==> src/rtl/serial_magnitude_comparator.sv <==
// Serial unsigned magnitude comparator: walks A and B two bits per cycle, MSB pair first,
// stopping at the first differing pair. WIDTH must be even and at least 2.
module serial_magnitude_comparator #(
    parameter int unsigned WIDTH = 32,
    parameter int unsigned PAIRS = WIDTH / 2
) (
    input  logic             clock,
    input  logic             reset,
    input  logic             start,
    input  logic [WIDTH-1:0] A,
    input  logic [WIDTH-1:0] B,
    output logic             busy,
    output logic             done,
    output logic             EQ,
    output logic             GT,
    output logic             LT
);

    localparam int unsigned CntW = (PAIRS > 1) ? $clog2(PAIRS) : 1;

    typedef enum logic [1:0] {StIdle, StRun, StDone} state_e;

    state_e             state_q, state_d;
    logic [WIDTH-1:0]   a_sr_q, a_sr_d;
    logic [WIDTH-1:0]   b_sr_q, b_sr_d;
    logic [CntW-1:0]    cnt_q, cnt_d;
    logic               eq_q, eq_d;
    logic               gt_q, gt_d;
    logic               eq_res_q, eq_res_d;
    logic               gt_res_q, gt_res_d;
    logic               lt_res_q, lt_res_d;

    logic [1:0]         a_pair, b_pair;
    logic               eq_next, gt_next, last_pair;

    assign a_pair    = a_sr_q[WIDTH-1 -: 2];
    assign b_pair    = b_sr_q[WIDTH-1 -: 2];
    assign eq_next   = eq_q & (a_pair == b_pair);
    // gt can only be set while the higher pairs are still equal
    assign gt_next   = gt_q | (eq_q & (a_pair > b_pair));
    assign last_pair = (cnt_q == CntW'(PAIRS - 1));

    always_comb begin
        state_d  = state_q;
        a_sr_d   = a_sr_q;
        b_sr_d   = b_sr_q;
        cnt_d    = cnt_q;
        eq_d     = eq_q;
        gt_d     = gt_q;
        eq_res_d = eq_res_q;
        gt_res_d = gt_res_q;
        lt_res_d = lt_res_q;
        case (state_q)
            StIdle, StDone: begin
                state_d = StIdle;
                if (start) begin
                    a_sr_d  = A;
                    b_sr_d  = B;
                    eq_d    = 1'b1;
                    gt_d    = 1'b0;
                    cnt_d   = '0;
                    state_d = StRun;
                end
            end
            StRun: begin
                a_sr_d = a_sr_q << 2;
                b_sr_d = b_sr_q << 2;
                eq_d   = eq_next;
                gt_d   = gt_next;
                cnt_d  = cnt_q + CntW'(1);
                if (!eq_next || last_pair) begin
                    eq_res_d = eq_next;
                    gt_res_d = gt_next;
                    lt_res_d = ~eq_next & ~gt_next;
                    state_d  = StDone;
                end
            end
            default: state_d = StIdle;
        endcase
    end

    always_ff @(posedge clock or negedge reset) begin
        if (!reset) begin
            state_q  <= StIdle;
            a_sr_q   <= '0;
            b_sr_q   <= '0;
            cnt_q    <= '0;
            eq_q     <= 1'b0;
            gt_q     <= 1'b0;
            eq_res_q <= 1'b0;
            gt_res_q <= 1'b0;
            lt_res_q <= 1'b0;
        end else begin
            state_q  <= state_d;
            a_sr_q   <= a_sr_d;
            b_sr_q   <= b_sr_d;
            cnt_q    <= cnt_d;
            eq_q     <= eq_d;
            gt_q     <= gt_d;
            eq_res_q <= eq_res_d;
            gt_res_q <= gt_res_d;
            lt_res_q <= lt_res_d;
        end
    end

    assign busy = (state_q == StRun);
    assign done = (state_q == StDone);
    assign EQ   = eq_res_q;
    assign GT   = gt_res_q;
    assign LT   = lt_res_q;

endmodule

==> config.mk <==
export PLATFORM = sky130hd
export DESIGN_NAME = serial_magnitude_comparator
export DESIGN_NICKNAME = d
export VERILOG_FILES = /design/src/rtl/serial_magnitude_comparator.sv
export SDC_FILE = /design/constraint.sdc
export NUM_CORES = 1
export LEC_CHECK = 0
export CAP_MARGIN = 20
export CORE_AREA = 3 3 110 70
export DETAILED_ROUTE_END_ITERATION = 10
export DIE_AREA = 0 0 113 73
export PLACE_DENSITY = 0.77
export SYNTH_ARGS = -nofsm -noshare
export SYNTH_HDL_FRONTEND = slang
export SYNTH_SLANG_ARGS = --single-unit
==> constraint.sdc <==
create_clock -name clock -period 1.95 [get_ports clock]
set_input_delay 0.2925 -clock clock [delete_from_list [all_inputs] [get_ports clock]]
set_output_delay 0.2925 -clock clock [all_outputs]
set_load 0.03 [all_outputs]
* After elaboration in Yosys (flattened, before gate mapping)
Cells that the tools add are included. Widths: inputs -> output; s select.
Cells by class: magnitude comparators 1, multiplexer cells 13, reductions and logical operators 7, $add $sub $neg 1, bitwise gates (word level) 6, equality and inequality tests 6
Operators by type and width (number):
- $pmux 32 s2 | 2
- $mux 32 | 2
- $pmux 4 s2 | 1
- $add 4x1->4 const B | 1
- $eq 4x4->1 const B | 1
- $mux 4 | 1
- $pmux 1 s2 | 2
- $pmux 2 s2 | 1
- $reduce_and 2->1 | 2
- $and 1x1->1 | 3
- $mux 1 | 3
- $eq 2x1->1 const B | 1
- $eq 2x2->1 | 1
- $eq 2x2->1 const B | 1
- $gt 2x2->1 | 1
- $logic_not 2->1 | 1
- $mux 2 | 1
- $ne 2x1->1 const B | 1
- $ne 2x2->1 const B | 1
- $not 1->1 | 2
- $reduce_bool 2->1 | 1
- $reduce_or 2->1 | 1
- $logic_not 1->1 | 1
- $logic_or 1x1->1 | 1
- $or 1x1->1 | 1
Storage, ports and cells: output and inout port bits 5, logic and storage cells 43, bits in registers 75

* Depth between registers and ports, before layout
word-level depth 6, mapped depth 6

* Worst setup path after synthesis
Ideal clock, no wire load.
path type register to register, start register state_q[0], end register a_sr_q[30], setup slack 545 ps, path buffers 3, data required time 1824 ps, library setup time 126 ps, stages on the path, launching flop included 6, arrival 1279 ps, period minus slack after synthesis 1405 ps, path through dfrtp_1 nor2b_4 buf_6 buf_6 buf_4 a221o_1
On the way: elaborated cells between the ends (all ways) 8
RTL lines:
- from (decl) | RTL line 23 | state_e state_q, state_d;
- from (signal assigned) | RTL line 84 | state_q <= StIdle;
- from (signal assigned) | RTL line 94 | state_q <= state_d;
- $eq 2x1->1 (*)
- named net busy | RTL line 12 | output logic busy,
- $reduce_bool 2->1 (no line)
- $reduce_and 2->1 (no line)
- to (signal assigned) | RTL line 95 | a_sr_q <= a_sr_d;
- to (decl) | RTL line 24 | logic [WIDTH-1:0] a_sr_q, a_sr_d;
Mark *: on every way through the listed nets, which the timed path passes. The rest lies on a longest branch. A chain may end at the register's enable or synchronous reset.

* Final worst setup path
start register state_q[0], end output done
On the way: word-level cells in the longest chain between the ends 1
Ends and longest elaborated chain:
- $eq 2x2->1 | RTL line 107 | assign done = (state_q == StDone);
- to (decl) | RTL line 13 | output logic done,
No other way between the ends.

==> impl_metrics.csv <==
group,metric,value,unit
outcome,status,"completed",
worst_setup_path,cp_num_buf_inv,1,
worst_setup_path,cp_slowest_cell,"clkdlybuf4s50_1",
route,ant_nets,0,
cts,path_clk_slew,60,ps
worst_setup_path,crit_required,1660,ps
sta,setup-tns-final,0,ps
worst_setup_path,critical_path.startpoint_type,"flip-flop",
global_route,grt_usage,19.5,%
sta,finClkSkew,6.65,ps
cts,cts_sinks,75,
logic_synthesis,synth_top_area_cell,"dfrtp_1",
cts,cts_setup_buffers,0,
sta,period_needed,1860,ps
cts,cts_hold_buffers,1,
finish,final_area,0.00439,sq mm
floorplanning,die_area,0.00825,sq mm
sta,slew_viol_final,0,
logic_synthesis,synth-seq-cells,75,
finish,finalNonFillerCells,421,
logic_synthesis,synth_area_leaders,"dfrtp_1, a22o_1, a21o_1",
finish,layout-drive-gt1-share,9.28,%
logic_synthesis,netlist_instances,261,
floorplanning,die_w,113,um
global_route,use_met3,8.62,%
logic_synthesis,syn_area,0.00333,sq mm
route,vias,2446,
logic_synthesis,ys_warn_count,0,
worst_setup_path,critPathArrivalTime,1560,ps
power_and_ir_drop,leakagePower,2.26,nW
global_route,antenna_found_initial,0,
sta,worst_slack,94.1,ps
global_route,use_met2,28.0,%
power_and_ir_drop,total_power,6.65,mW
sta,rsz0062_at_grt,"false",
global_route,grt_pass1_wl,12.5,mm
logic_synthesis,ys.flop_type,"dfrtp_1",
global_route,top_usage_layer,"met2",
cts,cts_max_level,3,
logic_synthesis,synth_top_cell_area_share,56.3,%
sta,relSlewSlack,48.1,%
placement,portBuffers,71,
cts,cts_tree,"yes",
worst_setup_path,cpPeakStageDelay,670,ps
placement,gp_congestion,0.801,
sta,setup_violations,0,
worst_setup_path,worstSetupPathType,"flip-flop to output port",
route,vias_per_cell,5.81,
route,routed_wl,7.42,mm
cts,cts-buffers-inserted,9,
cts,cts_root_buf,"clkbuf_16",
finish,final_util,65.8,%
global_route,use_met1,27.6,%
cts,worstSkewPairLatency,330,ps
logic_synthesis,ys_seq_area_share,56.3,%
worst_setup_path,path_cells,"nor2b_1 > clkdlybuf4s50_1",
logic_synthesis,synth_cell_types,29,
sta,finalHoldViolations,0,
logic_synthesis,syn_nets,331,
finish,antennaDiodeCount,0,
floorplanning,die_h,73,um
route,dr.first_iter.drc_count,168,
sta,worst_pin_slew,776,ps
power_and_ir_drop,ir_drop,0.618,mV
floorplanning,core_area,0.00668,sq mm
logic_synthesis,synth_top_cells_by_count,"dfrtp_1, a22o_1, a21o_1",
global_route,grt-ovfl-total,0,
worst_setup_path,crit_path_end_kind,"output port",
floorplanning,io_pins,72,
global_route,grt_max_degree,76,
floorplanning,initial_core_util,49.9,%
placement,place_hpwl,4.73,mm
worst_setup_path,crit_fanout,5,
sta,whs,451,ps
logic_synthesis,synth-edff-count,0,
cts,cts-resized-gates,0,
cts,clk_path_buf_depth,2,
floorplanning,num_rows,23,
flow_run,cap_violations,0,
route,drtPass1Iterations,4,
route,drcViolationCount,0,
worst_setup_path,critPathTopFamily,"buffers and inverters",
finish,nNetsFinal,399,
logic_synthesis,yosysMostFrequentCell,"dfrtp_1",
finish,syn_to_final_growth,31.9,%
logic_synthesis,ys_async_sr_fraction,100,%
sta,finalCritPeriodShare,95.2,%
global_route,grt_pass1_vias,2459,
placement,dpl_cell_area,0.00411,sq mm
route,routedWlPerCell,17.6,um
power_and_ir_drop,power_density,1510,mW/mm^2
sta,clock.fmax,539,MHz
placement,dp.cells,404,
worst_hold_path,hp-class,"primary input to asynchronous set/reset pin",
placement,place_ws,2.65,ps
logic_synthesis,avgSynthCellArea,12.8,sq um
[kinds of logic after synthesis]
family,after synthesis,share of synthesized area [%]
flip-flops,75,56.3
AND/OR/NAND/NOR,16,3.08
adder cells (fa/ha/maj),3,1.13
multiplexers,3,0.939
AO/OA/AOI/OAI,137,33.3
buffers and inverters,27,5.18
[final cells by class]
cell class              count  area (sq um)
fillers                   565          2280
flip-flops and latches     75          1880
multi-input cells         159          1290
repair buffers             80           826
clock buffers              10           239
well taps                  87           109
clock inverters             6          40.0
inverters                   4          15.0
[where the power goes]
group	internal (mW)	total [mW]	switching, mW
combinational	1.28	2.40	1.12
sequential	2.29	2.72	0.430
clock	0.895	1.52	0.627
total	4.47	6.65	2.18
[metal layers]
metal / up-vias / wire, um
li1: 1137 / -
met1: 1227 / 3630
met2: 76 / 3190
met3: 6 / 545
met4: 0 / 51
met5: - / 0
[cell usage in the layout (no fill, tap or decap), drive strengths merged, types with 2 or more instances in the layout]
cell type	n
ha	3
clkdlybuf4s50	69
dfrtp	75
a21oi	5
clkbuf	10
a221oi	2
a22o	65
a221o	2
nor3	2
clkinv	4
inv	5
buf	10
nand2	2
nor2b	5
mux2i	2
a21o	59
nand3	2
nor2	2
[worst reg2reg max path: stages (launching register included)]
cell and delay [ps]:
dfrtp_1 430, nor2b_4 170, nor2_4 620, buf_4 290, a21o_1 130
[state kept, by name, indices dropped and copies added, names as in the netlist, 2 cells and up]
name / flops
a_sr_q: 32
b_sr_q: 32
cnt_q: 4
state_q: 2
[worst paths after layout]
check                                 from  cells past startpoint         end  slack (ps)
min in group clock                cnt_q[3]                      1    cnt_q[3]         470
worst min-delay path                 reset                      2  b_sr_q[16]         450
max in group asynchronous            reset                      3   b_sr_q[1]         920
worst max-delay path            state_q[0]                      2        done          90
worst max register to register  state_q[0]                      4  b_sr_q[22]         260
worst min register to register    cnt_q[3]                      1    cnt_q[3]         470
(Power assumes the default switching activity.)
